==> config.mk <==
export PLATFORM = sky130hd
export DESIGN_NAME = frame_sequencer
export DESIGN_NICKNAME = d
export VERILOG_FILES = /design/src/rtl/frame_sequencer.sv
export SDC_FILE = /design/constraint.sdc
export NUM_CORES = 1
export LEC_CHECK = 0
export BUFFER_PORTS_ARGS = -buffer_cell sky130_fd_sc_hd__buf_2
export CAP_MARGIN = 25
export CORE_UTILIZATION = 43
export DETAILED_ROUTE_END_ITERATION = 8
export HOLD_SLACK_MARGIN = 0.12
export MAX_ROUTING_LAYER = met4
export PLACE_DENSITY = 0.69
export SYNTH_ARGS = -nofsm -noshare
export SYNTH_HDL_FRONTEND = slang
export SYNTH_SLANG_ARGS = --single-unit
export TNS_END_PERCENT = 1
==> constraint.sdc <==
create_clock -name clk_render -period 2.5 [get_ports clk_render]
set_input_delay 0.125 -clock clk_render [delete_from_list [all_inputs] [get_ports clk_render]]
set_output_delay 0.125 -clock clk_render [all_outputs]
set_load 0.03 [all_outputs]
==> src/rtl/frame_sequencer.sv <==
// frame_sequencer: per-frame controller for the render path (clk_render domain).
// Runs SWAP -> KICK -> FEED -> DRAIN per accepted frame_start, gates the
// feeder->renderer triangle channel during FEED and tags its first beat as the
// camera packet. Also counts dropped frames, measures frame length and aborts
// hung frames with a watchdog.
// Ports:
//   clk_render, rst_render (async, active-high)
//   frame_start, renderer_busy, feeder_busy        : control inputs
//   tri_in_valid/tri_in_ready                      : feeder side handshake
//   tri_out_valid/tri_out_ready                    : renderer side handshake
//   camera_valid, model_valid                      : beat classification
//   fb_swap, feeder_begin                          : state-decoded pulses
//   frame_done, frame_dropped, watchdog_trip       : registered event pulses
//   drop_count, last_frame_cycles, state_dbg       : status / debug
module frame_sequencer #(
  parameter int WATCHDOG_CYCLES = 2_000_000,
  parameter int DROP_CNT_W      = 16,
  parameter int CYC_CNT_W       = 24
) (
  input  logic                  clk_render,
  input  logic                  rst_render,
  input  logic                  frame_start,
  input  logic                  renderer_busy,
  input  logic                  feeder_busy,
  input  logic                  tri_in_valid,
  output logic                  tri_in_ready,
  output logic                  tri_out_valid,
  input  logic                  tri_out_ready,
  output logic                  camera_valid,
  output logic                  model_valid,
  output logic                  fb_swap,
  output logic                  feeder_begin,
  output logic                  frame_done,
  output logic                  frame_dropped,
  output logic                  watchdog_trip,
  output logic [DROP_CNT_W-1:0] drop_count,
  output logic [CYC_CNT_W-1:0]  last_frame_cycles,
  output logic [2:0]            state_dbg
);

  localparam logic [2:0] ST_IDLE  = 3'd0;
  localparam logic [2:0] ST_SWAP  = 3'd1;
  localparam logic [2:0] ST_KICK  = 3'd2;
  localparam logic [2:0] ST_FEED  = 3'd3;
  localparam logic [2:0] ST_DRAIN = 3'd4;

  localparam logic [CYC_CNT_W-1:0]  CYC_MAX  = '1;
  localparam logic [CYC_CNT_W-1:0]  CYC_ONE  = CYC_CNT_W'(1);
  localparam logic [CYC_CNT_W-1:0]  WD_LIMIT = CYC_CNT_W'(WATCHDOG_CYCLES);
  localparam logic [DROP_CNT_W-1:0] DROP_MAX = '1;
  localparam logic [DROP_CNT_W-1:0] DROP_ONE = DROP_CNT_W'(1);
  // Empty scene: FEED cycles without any feeder activity before giving up.
  localparam logic [2:0]            EMPTY_LAST = 3'd3;

  logic [2:0]           state;
  logic [2:0]           state_nxt;
  logic                 first_pending;
  logic                 seen_busy;
  logic [2:0]           empty_cnt;
  logic [CYC_CNT_W-1:0] cyc_cnt;

  logic in_feed;
  logic handshake;
  logic accept;
  logic drop;
  logic wd_expire;
  logic feed_exit;
  logic drain_exit;

  // Channel gating: zero-latency, open only in FEED.
  assign in_feed       = (state == ST_FEED);
  assign tri_out_valid = tri_in_valid && in_feed;
  assign tri_in_ready  = tri_out_ready && in_feed;
  assign camera_valid  = tri_out_valid && first_pending;
  assign model_valid   = tri_out_valid && !first_pending;
  assign handshake     = tri_out_valid && tri_out_ready;

  assign fb_swap      = (state == ST_SWAP);
  assign feeder_begin = (state == ST_KICK);
  assign state_dbg    = state;

  assign accept    = (state == ST_IDLE) && frame_start && !renderer_busy;
  assign drop      = frame_start && !accept;
  // cyc_cnt equals the 1-based index of the current frame cycle.
  assign wd_expire = (state != ST_IDLE) && (cyc_cnt >= WD_LIMIT);

  // seen_busy is the registered flag, so feeder activity in the current cycle
  // only affects the exit decision from the next cycle onward.
  assign feed_exit = (seen_busy && !feeder_busy && !tri_in_valid) ||
                     (!seen_busy && (empty_cnt == EMPTY_LAST));

  // Watchdog takes priority over a normal completion in the same cycle.
  assign drain_exit = (state == ST_DRAIN) && !renderer_busy && !wd_expire;

  always_comb begin
    state_nxt = state;
    case (state)
      ST_IDLE:  if (accept) state_nxt = ST_SWAP;
      ST_SWAP:  state_nxt = ST_KICK;
      ST_KICK:  state_nxt = ST_FEED;
      ST_FEED:  if (feed_exit) state_nxt = ST_DRAIN;
      ST_DRAIN: if (!renderer_busy) state_nxt = ST_IDLE;
      default:  state_nxt = ST_IDLE;
    endcase
    if (wd_expire) state_nxt = ST_IDLE;
  end

  always_ff @(posedge clk_render or posedge rst_render) begin
    if (rst_render) begin
      state             <= ST_IDLE;
      first_pending     <= 1'b0;
      seen_busy         <= 1'b0;
      empty_cnt         <= 3'd0;
      cyc_cnt           <= '0;
      frame_done        <= 1'b0;
      frame_dropped     <= 1'b0;
      watchdog_trip     <= 1'b0;
      drop_count        <= '0;
      last_frame_cycles <= '0;
    end else begin
      state         <= state_nxt;
      frame_done    <= drain_exit;
      frame_dropped <= drop;
      watchdog_trip <= wd_expire;

      if (drop && (drop_count != DROP_MAX)) drop_count <= drop_count + DROP_ONE;
      if (drain_exit) last_frame_cycles <= cyc_cnt;

      // Loading 1 on accept makes the SWAP cycle count as frame cycle 1.
      if (accept) begin
        cyc_cnt <= CYC_ONE;
      end else if ((state != ST_IDLE) && (cyc_cnt != CYC_MAX)) begin
        cyc_cnt <= cyc_cnt + CYC_ONE;
      end

      if (wd_expire) begin
        first_pending <= 1'b0;
      end else if (state == ST_SWAP) begin
        first_pending <= 1'b1;
      end else if (handshake) begin
        first_pending <= 1'b0;
      end

      if (state == ST_SWAP) begin
        seen_busy <= 1'b0;
      end else if (in_feed && feeder_busy) begin
        seen_busy <= 1'b1;
      end

      if (state == ST_KICK) begin
        empty_cnt <= 3'd0;
      end else if (in_feed && !seen_busy && (empty_cnt != 3'd7)) begin
        empty_cnt <= empty_cnt + 3'd1;
      end
    end
  end

endmodule

# After elaboration in Yosys (flattened, before gate mapping)
# Cells that the tools add are included.
# word_totals
ff_bits	75
word_cells	73
out_inout_bits	52
in_bits	7
# classes
n_addsub	3
order_cmp	1
n_reduce_logical	34
muxes	14
n_eq_ne	11
# op_table
op	n
24-bit two-way mux	2
24-bit by 1-bit adder with 24-bit output (second input constant)	1
24-bit by 21-bit >= comparator with 1-bit output (second input constant)	1
24-bit != test (second input constant)	1
1-bit logical AND	19
3-bit two-way mux	6
16-bit by 1-bit adder with 16-bit output (second input constant)	1
16-bit != test (second input constant)	1
3-bit case mux with 5 select lines	1
3-bit by 2-bit == test with 1-bit output (second input constant)	3
3-bit != test (second input constant)	3
1-bit logical NOT	7
2-bit nonzero test	3
3-bit nonzero test	2
1-bit two-way mux	5
3-bit by 1-bit adder with 3-bit output (second input constant)	1
3-bit by 1-bit == test with 1-bit output (second input constant)	1
3-bit == test (second input constant)	1
3-bit logical NOT	1
3-bit by 1-bit != test with 1-bit output (second input constant)	1
3-bit AND reduction	1
1-bit logical OR	1

# Longest topological paths before layout
# logic_depth
ltp_word	7
ltp_mapped	8

# Least setup slack after synthesis
# OpenSTA, ideal clock, no wires.
# synth_path
kind	register to register
startpoint	register state[0], in the netlist state_dbg[0]
endpoint	register cyc_cnt[12]
required_time_ns	2.380
setup_time_ns	0.120
path_slack_ns	0.488
synth_period_minus_slack_ns	2.012
arrival_ns	1.892
path_stages_with_launch	8
path_buffers	2
path_cell_list	dfrtp_1 or3_1 buf_2 or3b_1 clkbuf_1 nand2_1 a21oi_1 a31o_2
# synth_via
elab_chain_len	4
# synth_lines
element	line_no	text
from (decl)	55	logic [2:0] state;
from (signal assigned)	121	state <= state_nxt;
3-bit logical NOT	82	assign accept = (state == ST_IDLE) && frame_start && !renderer_busy;
1-bit logical AND (2 in a row)	82	
24-bit two-way mux or 2-bit nonzero test (tied branches)	--	
to (signal assigned)	133	cyc_cnt <= cyc_cnt + CYC_ONE;
to (decl)	60	logic [CYC_CNT_W-1:0] cyc_cnt;
# Parallel ways exist; a longest one is shown, timed or not.
# A chain may end at the register's enable or synchronous reset.

# Final worst setup path
# layout_path
startpoint	register cyc_cnt[12]
endpoint	register last_frame_cycles[14]
# layout_via
elab_chain_len	4
# layout_lines
element	line_no	text
24-bit by 21-bit >= comparator with 1-bit output	85	assign wd_expire = (state != ST_IDLE) && (cyc_cnt >= WD_LIMIT);
1-bit logical AND	85	
1-bit logical NOT	93	assign drain_exit = (state == ST_DRAIN) && !renderer_busy && !wd_expire;
1-bit logical AND	93	
to (signal assigned)	127	if (drain_exit) last_frame_cycles <= cyc_cnt;
to (decl)	37	output logic [CYC_CNT_W-1:0] last_frame_cycles,
# Every way passes these cells.

==> flow_summary.json <==
{
  "nNetsFinal": 410,
  "hold_path.startpoint": "frame_start",
  "crit_path_max_incr_delay_ns": 0.45,
  "synth_ff_type": "dfrtp_1",
  "arrival_ns": 2.37,
  "outcome": "finished, final reports clean",
  "grt.total_usage": 0.190,
  "cp-start-kind": "register",
  "gp_congestion": 0.857,
  "cts_num_sinks": 75,
  "synth_nets": 343,
  "layout_commonest_cell": "dfrtp_1",
  "grt_pass1_vias": 2551,
  "h-tree-depth": 3,
  "r2r_end": "last_frame_cycles[14]",
  "clkTransAtPathRegs_ns": 0.08,
  "async_flop_share": 1.00,
  "drtIter0Drc": 115,
  "grt_max_degree": 28,
  "ff2ff_setup_slack_ns": 0.36,
  "dp_hpwl_mm": 5.10,
  "slew_headroom": 0.574,
  "hold_viol": 0,
  "crit_buf_inv": 1,
  "post-route-util": 0.536,
  "cts_buffers": 9,
  "critPathKind": "register to register",
  "synth-seq-cells": 75,
  "timing.final.crit_share": 0.856,
  "num_vias": 2713,
  "cts_tree": "done",
  "holdCritPathClass": "input pin to register",
  "ant_nets": 0,
  "wire_per_inst_um": 14.3,
  "drcViolationCount": 0,
  "peakVddDrop_mv": 0.629,
  "finClkSkew_ns": 0.00975,
  "cp_slowest_cell": "dfrtp_1",
  "die_x_um": 93.3,
  "period_needed_ns": 2.14,
  "fin_tns_setup_ns": 0,
  "crit_required_ns": 2.73,
  "min_delay_worst_endpoint": "frame_dropped",
  "io_buffer_count": 58,
  "drv_cap": 0,
  "areaGrowthSynthToFinish_pct": 17.8,
  "syn_inst": 330,
  "power.density_nw_per_um2": 911,
  "antenna_found_initial": 0,
  "slew_viol_final": 0,
  "wirelength_mm": 7.22,
  "grt_overflow": 0,
  "ys_seq_area_frac": 0.523,
  "syn_area_per_cell_um2": 10.9,
  "yosysWarnings": 0,
  "core_um2": 7890,
  "setup_violations": 0,
  "reg2reg_from": "cyc_cnt[12]",
  "placedCellCount": 485,
  "clk_latency_ns": 0.35,
  "cts_resized": 0,
  "dieArea_um2": 8710,
  "vias_per_cell": 5.38,
  "cp-end-kind": "register",
  "power_w": 0.00385,
  "cts_max_path_buffers": 2,
  "most-common-layout-cells": "dfrtp_1, buf_2, nor2_1",
  "fin_hold_ws_ns": 0.152,
  "antenna_cells": 0,
  "worstMarginPinSlew_ns": 0.623,
  "syn_area_um2": 3590,
  "p_leak_nw": 2.04,
  "crit_family": "simple AND/OR/NAND/NOR gates",
  "r2r_cells": 5,
  "clock.fmax_mhz": 467,
  "rsz0062_at_grt": "false",
  "synth.distinct_cells": 49,
  "whs_path_depth": 4,
  "first_pass_iters": 4,
  "grt_pass1_wl_mm": 12.2,
  "num_io_pins": 59,
  "initial_core_util": 0.455,
  "root_buffer": "clkbuf_8",
  "crit_path_max_fanout": 24,
  "die_y_um": 93.3,
  "drive_gt1_frac": 0.286,
  "synth_edf_count": 0,
  "stdcell_count": 504,
  "fp-row-count": 32,
  "path_cells": "nor4_1, a211oi_1, nor4_4, buf_4, mux2_2"
}
routing by layer:
metal / vias to the layer above / wire (um) / global-route usage
met3: 17 / 392 / 0.0472
li1: 1320 / - / -
met5: - / 0 / -
met4: 0 / 135 / 0.0756
met1: 1308 / 3440 / 0.256
met2: 68 / 3250 / 0.276
stage by stage:
step	instance area [um^2]	worst slack, ns
4_1_cts	4220	0.380
3_3_place_gp	3980	0.436
6_report	4220	0.359
2_1_floorplan	3590	0.465
3_5_place_dp	3980	0.395
5_1_grt	4220	0.221
how the worst max path moves through the flow:
stage,from,end,slack [ns],depth (start not counted)
finish,cyc_cnt[12],last_frame_cycles[14],0.36,5
global route,cyc_cnt[12],last_frame_cycles[15],0.22,5
CTS,cyc_cnt[12],last_frame_cycles[14],0.38,5
detailed placement,state_dbg[1],cyc_cnt[12],0.40,5
global placement,state_dbg[1],cyc_cnt[12],0.44,5
floorplan,rst_render,cyc_cnt[0],0.47,1
synth_stat cells (2+ instances only):
library cell  count  share of area
or3_1             5         0.0087
and2_1            3         0.0052
buf_2             3         0.0042
inv_1            14          0.015
o41ai_1           2         0.0049
o31ai_1           6          0.013
a2111oi_0         2         0.0049
nand2_1          24          0.025
xnor2_1          19          0.046
and3_1            4         0.0070
o21ai_0          11          0.015
clkbuf_1          3         0.0031
a211oi_1          2         0.0042
buf_6             2         0.0063
mux2i_1           2         0.0056
xor2_1            4         0.0098
or4_1             2         0.0042
or2_2             2         0.0035
o211ai_1          5          0.010
and3_4            2         0.0063
nand4_1          12          0.021
a31oi_1           4         0.0070
nor2_1           25          0.026
ha_1              6          0.021
buf_4             3         0.0063
nor2b_1           6          0.010
nor4_1            6          0.010
mux2_2           23          0.072
nor3_1            8          0.011
a21oi_1          10          0.014
nand3b_1          3         0.0063
nand3_1          16          0.022
dfrtp_1          75           0.52
logic make-up (layout without fill, tap and decap cells):
group | count (synthesis) | count (layout) | share of synthesized area
multiplexers | 25 | 25 | 0.0778
AND/OR/NAND/NOR | 127 | 127 | 0.197
flip-flops | 75 | 75 | 0.523
buffers and inverters | 25 | 97 | 0.0345
adder cells (fa/ha/maj) | 6 | 6 | 0.0209
XOR/XNOR | 23 | 23 | 0.0562
AO/OA/AOI/OAI | 49 | 49 | 0.0900
final cells by class:
cell class                      count  area [um^2]
Clock buffer                       10          128
Clock inverter                      6         88.8
Fill cell                         734         3660
Inverter                           14         52.6
Multi-Input combinational cell    230         1590
Sequential cell                    75         1880
Tap cell                          102          128
Timing Repair Buffer               67          365
tightest hold or removal path, cell delays in order:
cell     delay, ns
buf_2         0.12
o41ai_1       0.06
buf_4         0.12
inv_1         0.04
registers in the layout, summed over array words and instances (netlist names):
name	count
frame_done	1
seen_busy	1
first_pending	1
state_dbg	3
watchdog_trip	1
empty_cnt	3
drop_count	16
last_frame_cycles	24
cyc_cnt	24
frame_dropped	1
power by group:
group / total [W] / switching [W] / internal [W]
clock network: 0.00101 / 0.000446 / 0.000563
logic: 0.00115 / 0.000740 / 0.000408
registers: 0.00169 / 0.000258 / 0.00143
total: 0.00385 / 0.00144 / 0.00240
what timing repair did:
action	in CTS	in global routing
setup buffers	0	0
hold buffers	3	0
endpoints found under the setup margin	0	0
endpoints found under the hold margin	27	0
Note: power is estimated with default switching activity, not from simulation.
